$ cat src/rtl/vram_arbiter_if.sv
// Purpose : bundle of the two requester handshakes and the BRAM port of vram_arbiter.
// Latency : none, wires only.
// Backpressure: req/gnt handshake. A requester holds req and its qualifiers until gnt.
// Ports   : disp_* display read channel, cpu_* CPU read/write channel, mem_* BRAM port.
// Modports: slave is the arbiter side. master is the requester/BRAM side.
interface vram_arbiter_if #(
  parameter int ADDR_W = 11,
  parameter int DATA_W = 32
);
  logic                  disp_req;
  logic [ADDR_W-1:0]     disp_addr;
  logic                  disp_gnt;
  logic                  disp_rvalid;
  logic [DATA_W-1:0]     disp_rdata;

  logic                  cpu_req;
  logic                  cpu_we;
  logic [ADDR_W-1:0]     cpu_addr;
  logic [DATA_W-1:0]     cpu_wdata;
  logic [DATA_W/8-1:0]   cpu_be;
  logic                  cpu_gnt;
  logic                  cpu_rvalid;
  logic [DATA_W-1:0]     cpu_rdata;

  logic                  mem_en;
  logic [DATA_W/8-1:0]   mem_we;
  logic [ADDR_W-1:0]     mem_addr;
  logic [DATA_W-1:0]     mem_wdata;
  logic [DATA_W-1:0]     mem_rdata;

  modport slave (
    input  disp_req, disp_addr,
    output disp_gnt, disp_rvalid, disp_rdata,
    input  cpu_req, cpu_we, cpu_addr, cpu_wdata, cpu_be,
    output cpu_gnt, cpu_rvalid, cpu_rdata,
    output mem_en, mem_we, mem_addr, mem_wdata,
    input  mem_rdata
  );

  modport master (
    output disp_req, disp_addr,
    input  disp_gnt, disp_rvalid, disp_rdata,
    output cpu_req, cpu_we, cpu_addr, cpu_wdata, cpu_be,
    input  cpu_gnt, cpu_rvalid, cpu_rdata,
    input  mem_en, mem_we, mem_addr, mem_wdata,
    output mem_rdata
  );
endinterface

$ cat src/rtl/vram_arbiter.sv
// Purpose : shares one single-port VRAM between the display fetch (read) and the CPU bridge (read/write).
// Latency : gnt is combinational in the request cycle. rvalid follows MEM_LAT cycles after the granting edge.
// Backpressure: display wins a collision. The CPU is forced through after MAX_WAIT refused cycles.
// Ports   : Clk, reset_rtl_0 (async, active low). bus (vram_arbiter_if.slave) carries both
//           requester channels and the BRAM port.
// Option  : VRAM_ARB_STATS_EN adds stat_clr, stat_cpu_stalls and stat_forced counters.
module vram_arbiter #(
  parameter int ADDR_W   = 11,
  parameter int DATA_W   = 32,
  parameter int MEM_LAT  = 1,
  parameter int MAX_WAIT = 8
) (
  input  logic          Clk,
  input  logic          reset_rtl_0,
`ifdef VRAM_ARB_STATS_EN
  input  logic          stat_clr,
  output logic [15:0]   stat_cpu_stalls,
  output logic [15:0]   stat_forced,
`endif
  vram_arbiter_if.slave bus
);

  localparam int         BE_W     = DATA_W / 8;
  localparam logic [7:0] WAIT_LIM = 8'(MAX_WAIT);

  logic [7:0]        wait_cnt;
  logic [1:0]        tag_q [MEM_LAT];   // {is_disp_read, is_cpu_read}
  logic              forced;
  logic              disp_win;
  logic              cpu_win;
  logic [ADDR_W-1:0] addr_sel;
  logic [DATA_W-1:0] wdata_sel;
  logic [BE_W-1:0]   we_sel;

  // Arbitration. The winners are ungated by reset so the flops never see reset in their data path.
  always_comb begin
    forced   = bus.disp_req && bus.cpu_req && (wait_cnt == WAIT_LIM);
    disp_win = bus.disp_req && !forced;
    cpu_win  = bus.cpu_req && !disp_win;
  end

  // Grants are one-hot, so the select order here does not matter.
  always_comb begin
    addr_sel  = '0;
    wdata_sel = '0;
    we_sel    = '0;
    if (cpu_win) begin
      addr_sel  = bus.cpu_addr;
      wdata_sel = bus.cpu_wdata;
      if (bus.cpu_we) begin
        we_sel = bus.cpu_be;
      end
    end else if (disp_win) begin
      addr_sel = bus.disp_addr;
    end
  end

  // All strobes are held low while reset is asserted, even though req may be high.
  assign bus.disp_gnt    = reset_rtl_0 & disp_win;
  assign bus.cpu_gnt     = reset_rtl_0 & cpu_win;
  assign bus.mem_en      = reset_rtl_0 & (disp_win | cpu_win);
  assign bus.mem_we      = reset_rtl_0 ? we_sel : '0;
  assign bus.mem_addr    = addr_sel;
  assign bus.mem_wdata   = wdata_sel;

  // The CPU wait counter counts refused cycles. It saturates at MAX_WAIT, where the next collision goes to the CPU.
  always_ff @(posedge Clk or negedge reset_rtl_0) begin
    if (!reset_rtl_0) begin
      wait_cnt <= '0;
    end else if (!bus.cpu_req || cpu_win) begin
      wait_cnt <= '0;
    end else if (wait_cnt != WAIT_LIM) begin
      wait_cnt <= wait_cnt + 8'd1;
    end
  end

  // The return tag pipeline matches the BRAM read latency. A write injects 00, so it never produces rvalid.
  always_ff @(posedge Clk or negedge reset_rtl_0) begin
    if (!reset_rtl_0) begin
      for (int i = 0; i < MEM_LAT; i++) begin
        tag_q[i] <= 2'b00;
      end
    end else begin
      tag_q[0] <= {disp_win, cpu_win && !bus.cpu_we};
      for (int i = 1; i < MEM_LAT; i++) begin
        tag_q[i] <= tag_q[i-1];
      end
    end
  end

  assign bus.disp_rvalid = reset_rtl_0 & tag_q[MEM_LAT-1][1];
  assign bus.cpu_rvalid  = reset_rtl_0 & tag_q[MEM_LAT-1][0];
  assign bus.disp_rdata  = bus.mem_rdata;
  assign bus.cpu_rdata   = bus.mem_rdata;

`ifdef VRAM_ARB_STATS_EN
  // Clear has priority over a same-cycle increment.
  always_ff @(posedge Clk or negedge reset_rtl_0) begin
    if (!reset_rtl_0) begin
      stat_cpu_stalls <= '0;
      stat_forced     <= '0;
    end else if (stat_clr) begin
      stat_cpu_stalls <= '0;
      stat_forced     <= '0;
    end else begin
      if (bus.cpu_req && !cpu_win && stat_cpu_stalls != 16'hFFFF) begin
        stat_cpu_stalls <= stat_cpu_stalls + 16'd1;
      end
      if (forced && stat_forced != 16'hFFFF) begin
        stat_forced <= stat_forced + 16'd1;
      end
    end
  end
`endif

endmodule

$ cat src/flat_wrapper.sv
// flat-port wrapper written by rule: the top's interface ports become plain ports
module vram_arbiter_flat 
#(
  parameter int ADDR_W   = 11,
  parameter int DATA_W   = 32,
  parameter int MEM_LAT  = 1,
  parameter int MAX_WAIT = 8
)
  (Clk, reset_rtl_0, bus_disp_req, bus_disp_addr, bus_disp_gnt, bus_disp_rvalid, bus_disp_rdata, bus_cpu_req, bus_cpu_we, bus_cpu_addr, bus_cpu_wdata, bus_cpu_be, bus_cpu_gnt, bus_cpu_rvalid, bus_cpu_rdata, bus_mem_en, bus_mem_we, bus_mem_addr, bus_mem_wdata, bus_mem_rdata);
  vram_arbiter_if #(.ADDR_W(ADDR_W), .DATA_W(DATA_W)) bus_i ();
  input  logic Clk;
  input  logic reset_rtl_0;
  input wire logic [$bits(bus_i.disp_req)-1:0] bus_disp_req;
  input wire logic [$bits(bus_i.disp_addr)-1:0] bus_disp_addr;
  output wire logic [$bits(bus_i.disp_gnt)-1:0] bus_disp_gnt;
  output wire logic [$bits(bus_i.disp_rvalid)-1:0] bus_disp_rvalid;
  output wire logic [$bits(bus_i.disp_rdata)-1:0] bus_disp_rdata;
  input wire logic [$bits(bus_i.cpu_req)-1:0] bus_cpu_req;
  input wire logic [$bits(bus_i.cpu_we)-1:0] bus_cpu_we;
  input wire logic [$bits(bus_i.cpu_addr)-1:0] bus_cpu_addr;
  input wire logic [$bits(bus_i.cpu_wdata)-1:0] bus_cpu_wdata;
  input wire logic [$bits(bus_i.cpu_be)-1:0] bus_cpu_be;
  output wire logic [$bits(bus_i.cpu_gnt)-1:0] bus_cpu_gnt;
  output wire logic [$bits(bus_i.cpu_rvalid)-1:0] bus_cpu_rvalid;
  output wire logic [$bits(bus_i.cpu_rdata)-1:0] bus_cpu_rdata;
  output wire logic [$bits(bus_i.mem_en)-1:0] bus_mem_en;
  output wire logic [$bits(bus_i.mem_we)-1:0] bus_mem_we;
  output wire logic [$bits(bus_i.mem_addr)-1:0] bus_mem_addr;
  output wire logic [$bits(bus_i.mem_wdata)-1:0] bus_mem_wdata;
  input wire logic [$bits(bus_i.mem_rdata)-1:0] bus_mem_rdata;
  assign bus_i.disp_req = bus_disp_req;
  assign bus_i.disp_addr = bus_disp_addr;
  assign bus_disp_gnt = bus_i.disp_gnt;
  assign bus_disp_rvalid = bus_i.disp_rvalid;
  assign bus_disp_rdata = bus_i.disp_rdata;
  assign bus_i.cpu_req = bus_cpu_req;
  assign bus_i.cpu_we = bus_cpu_we;
  assign bus_i.cpu_addr = bus_cpu_addr;
  assign bus_i.cpu_wdata = bus_cpu_wdata;
  assign bus_i.cpu_be = bus_cpu_be;
  assign bus_cpu_gnt = bus_i.cpu_gnt;
  assign bus_cpu_rvalid = bus_i.cpu_rvalid;
  assign bus_cpu_rdata = bus_i.cpu_rdata;
  assign bus_mem_en = bus_i.mem_en;
  assign bus_mem_we = bus_i.mem_we;
  assign bus_mem_addr = bus_i.mem_addr;
  assign bus_mem_wdata = bus_i.mem_wdata;
  assign bus_i.mem_rdata = bus_mem_rdata;
  vram_arbiter #(.ADDR_W(ADDR_W), .DATA_W(DATA_W), .MEM_LAT(MEM_LAT), .MAX_WAIT(MAX_WAIT)) u_core (.Clk(Clk), .reset_rtl_0(reset_rtl_0), .bus(bus_i));
endmodule
$ cat config.mk
export PLATFORM = sky130hd
export DESIGN_NAME = vram_arbiter_flat
export DESIGN_NICKNAME = d
export VERILOG_FILES = /design/src/rtl/vram_arbiter_if.sv /design/src/rtl/vram_arbiter.sv /design/src/flat_wrapper.sv
export SDC_FILE = /design/constraint.sdc
export NUM_CORES = 1
export LEC_CHECK = 0
export ABC_AREA = 1
export BUFFER_PORTS_ARGS = -buffer_cell sky130_fd_sc_hd__buf_2
export CORE_AREA = 2 2 81 83
export CTS_BUF_LIST = sky130_fd_sc_hd__clkbuf_16
export DETAILED_ROUTE_END_ITERATION = 8
export DIE_AREA = 0 0 83 85
export PLACE_DENSITY = 0.73
export SETUP_SLACK_MARGIN = 0.2
export SLEW_MARGIN = 20
export SYNTH_ARGS = -nofsm -noshare
export SYNTH_HDL_FRONTEND = slang
export SYNTH_SLANG_ARGS = --single-unit
$ cat constraint.sdc
create_clock -name Clk -period 2.1 [get_ports Clk]
set_clock_uncertainty 0.1 [all_clocks]
set_input_delay 0.42 -clock Clk [delete_from_list [all_inputs] [get_ports Clk]]
set_output_delay 0.42 -clock Clk [all_outputs]
set_load 0.01 [all_outputs]
==> flow_summary_export.csv <==
group,metric,value,unit
status,status,"finished with violations",
status,violations,"setup timing",
power_and_ir_drop,ir_drop,248,µV
global_routing,grt_antenna_before_repair,0,
detailed_routing,wirelength_met1,1.68,mm
floorplanning,core,6200,µm²
cts,path_clk_slew,0.04,ns
global_routing,grt_max_degree,20,
critical_path,reg2reg_slack,0.64,ns
synth,syn_avg_cell_area,7.14,µm²
power_and_ir_drop,total_power,0.883,mW
final_layout,instances_no_fill,399,
floorplanning,io_pins,211,
synth,synth_nets,352,
global_routing,grt_pass1_vias,1609,
final_layout,drive_above_1_share,56.5,%
global_routing,track_usage,13.0,%
critical_path,crit_path_start,"u_core.wait_cnt[1]$_DFFE_PN0P_",
sta,finalSetupViolations,48,
run,cap_violations,0,
synth,synth_area,1820,µm²
floorplanning,rows,29,
detailed_routing,ant_nets,0,
detailed_routing,wl,5.03,mm
cts,cts_root_buf,"clkbuf_16",
sta,finalSetupTns,-2.63,ns
sta,slew_violations,0,
cts,cts_buffers,3,
critical_path,crit_fanout,7,
place,routabilityCongestion,0.745,
floorplanning,die_x,83,µm
synth,synth_cell_types,21,
power_and_ir_drop,powerDensity,372,nW/µm²
cts,h-tree-depth,1,
critical_path,critPathLaunchType,"register",
place,dp_hpwl,3.89,mm
synth,ys_seq_area_share,13.7,%
power_and_ir_drop,power.static_leakage,1.40,nW
sta,finalCritPeriodShare,104,%
sta,worst_hold_slack,0.0203,ns
synth,yosys_warnings,0,
detailed_routing,first_pass_iters,4,
cts,clk_latency,0.24,ns
critical_path,endpoint_kind,"primary output",
cts,clkSinkCount,10,
floorplanning,die-area,7060,µm²
critical_path,ff2ff_path_depth,7,
detailed_routing,vias,1666,
place,placed_cells,384,
synth,syn_inst,255,
sta,hold_violations,0,
detailed_routing,avgViaCountPerCell,4.18,
final_layout,utilization,38.3,%
place,place_area,2010,µm²
sta,rsz0062_at_grt,"yes",
place,port_buffers,114,
hold_path,hold_path.class,"in2async",
final_layout,diodes,0,
cts,cts_tree,"built",
critical_path,cp.required,1.58,ns
critical_path,r2r_end,"u_core.wait_cnt[4]$_DFFE_PN0P_",
final_layout,design_area,2380,µm²
floorplanning,chipHeight,85,µm
detailed_routing,dr.max_layer_used,"met4",
place,preCtsSetupSlack,0.0740,ns
sta,period_minus_slack,2.19,ns
floorplanning,start_util,29.3,%
global_routing,grt_pass1_wl,7.50,mm
critical_path,arrival,1.67,ns
critical_path,r2r_start,"u_core.wait_cnt[0]$_DFFE_PN0P_",
sta,slew_headroom,75.4,%
global_routing,grt_remaining_overflow,0,
critical_path,worstSetupPathType,"reg2out",
detailed_routing,route.detailed.drc,0,
cts,cts_buffer_depth,2,
cts,hold_buffers,0,
sta,fin_ws,-0.0905,ns
sta,fmax,457,MHz
final_layout,area_delta_synth_final,30.6,%
detailed_routing,drt-wirelength-per-cell,12.6,µm
critical_path,crit_path_end,"bus_mem_wdata[30]",
synth,synth_seq_cells,10,
detailed_routing,wl_met2,2.79,mm
final_layout,nNetsFinal,420,
detailed_routing,drt_iter0_markers,29,
sta,tightest_slew,0.368,ns
detailed_routing,met3RoutedLength,449,µm
-- how the worst min path moves through the flow --
stage / startpoint / to / cells past startpoint
6_report: reset_rtl_0 / u_core.tag_q[1]$_DFF_PN0_ / 2
4_1_cts: reset_rtl_0 / u_core.tag_q[1]$_DFF_PN0_ / 2
3_3_place_gp: reset_rtl_0 / u_core.tag_q[1]$_DFF_PN0_ / 2
5_1_grt: reset_rtl_0 / u_core.wait_cnt[5]$_DFFE_PN0P_ / 2
2_1_floorplan: reset_rtl_0 / u_core.tag_q[0]$_DFF_PN0_ / 0
3_5_place_dp: reset_rtl_0 / u_core.tag_q[1]$_DFF_PN0_ / 2
-- logic make-up (layout without fill, tap and decap cells) --
logic type      after synthesis  count (layout)  share of synthesized area (%)
compound gates                3               3                          0.825
xor+xnor                      3               3                           1.44
fa+ha+maj                     2               2                           1.37
buf+inv                     122             188                           42.1
flops                        10              10                           13.7
simple gates                115             116                           40.5
-- state kept, by name, summed over array words and instances (netlist names) --
signal and count:
u_core.wait_cnt 8, u_core.tag_q 2
-- layout make-up --
| class | count | area, µm² |
|---|---|---|
| fillers | 648 | 3830 |
| repair buffers | 133 | 911 |
| multi-input cells | 124 | 847 |
| flip-flops and latches | 10 | 250 |
| inverters | 51 | 194 |
| well taps | 77 | 96.3 |
| clock buffers | 3 | 75.1 |
| clock inverters | 1 | 3.75 |
-- layer usage --
| layer | vias up | global-route usage (%) |
|---|---|---|
| li1 | 812 | - |
| met1 | 716 | 13.2 |
| met2 | 127 | 26.2 |
| met3 | 11 | 2.53 |
| met4 | 0 | 4.62 |
| met5 | - | 0 |
-- timing repair --
| item | 4_1_cts | 5_1_grt |
|---|---|---|
| setup endpoints to repair | 50 | 50 |
| resized for setup | 25 | 14 |
| pin swaps | 2 | 4 |
| setup buffers | 7 | 2 |
| cloned | 2 | 0 |
-- synthesized netlist by cell type --
library cell / count / area (µm²)
clkbuf_1: 1 / 3.75
nand2_4: 1 / 11.3
ha_1: 2 / 25.0
buf_12: 3 / 60.1
buf_4: 65 / 488
nand2_1: 40 / 150
xor2_1: 2 / 17.5
nor2_1: 18 / 67.6
nand2_8: 2 / 40.0
nand2_2: 1 / 6.26
buf_6: 2 / 22.5
nand4_1: 2 / 12.5
inv_2: 2 / 7.51
inv_1: 49 / 184
nor2_2: 1 / 6.26
nor2_4: 31 / 349
nand3_1: 19 / 95.1
a21oi_1: 1 / 5.00
o21ai_0: 2 / 10.0
dfrtp_1: 10 / 250
xnor2_1: 1 / 8.76
-- cells in the final DEF (no fill, tap or decap), drive strengths merged --
| master | n |
|---|---|
| inv | 51 |
| xnor2 | 1 |
| dfrtp | 10 |
| clkbuf | 3 |
| nand3 | 19 |
| nand2 | 45 |
| buf | 133 |
| a21oi | 1 |
| o21ai | 2 |
| nor2 | 50 |
| clkinv | 1 |
| nand4 | 2 |
| ha | 2 |
| xor2 | 2 |
-- critical path, stage by stage (launching register included) --
cell and delay (ns):
dfrtp_1 0.38, inv_1 0.06, ha_2 0.16, nand2_2 0.07, nor2_4 0.09, nand2_4 0.07
nand2_8 0.12, nand2_4 0.10, buf_16 0.18, nor2_4 0.07, buf_2 0.13
-- power breakdown --
part	internal (mW)	switching, mW
clock	0.250	0.0892
sequential	0.197	0.00143
combinational	0.166	0.180
total	0.613	0.270
(Power assumes the default switching activity.)
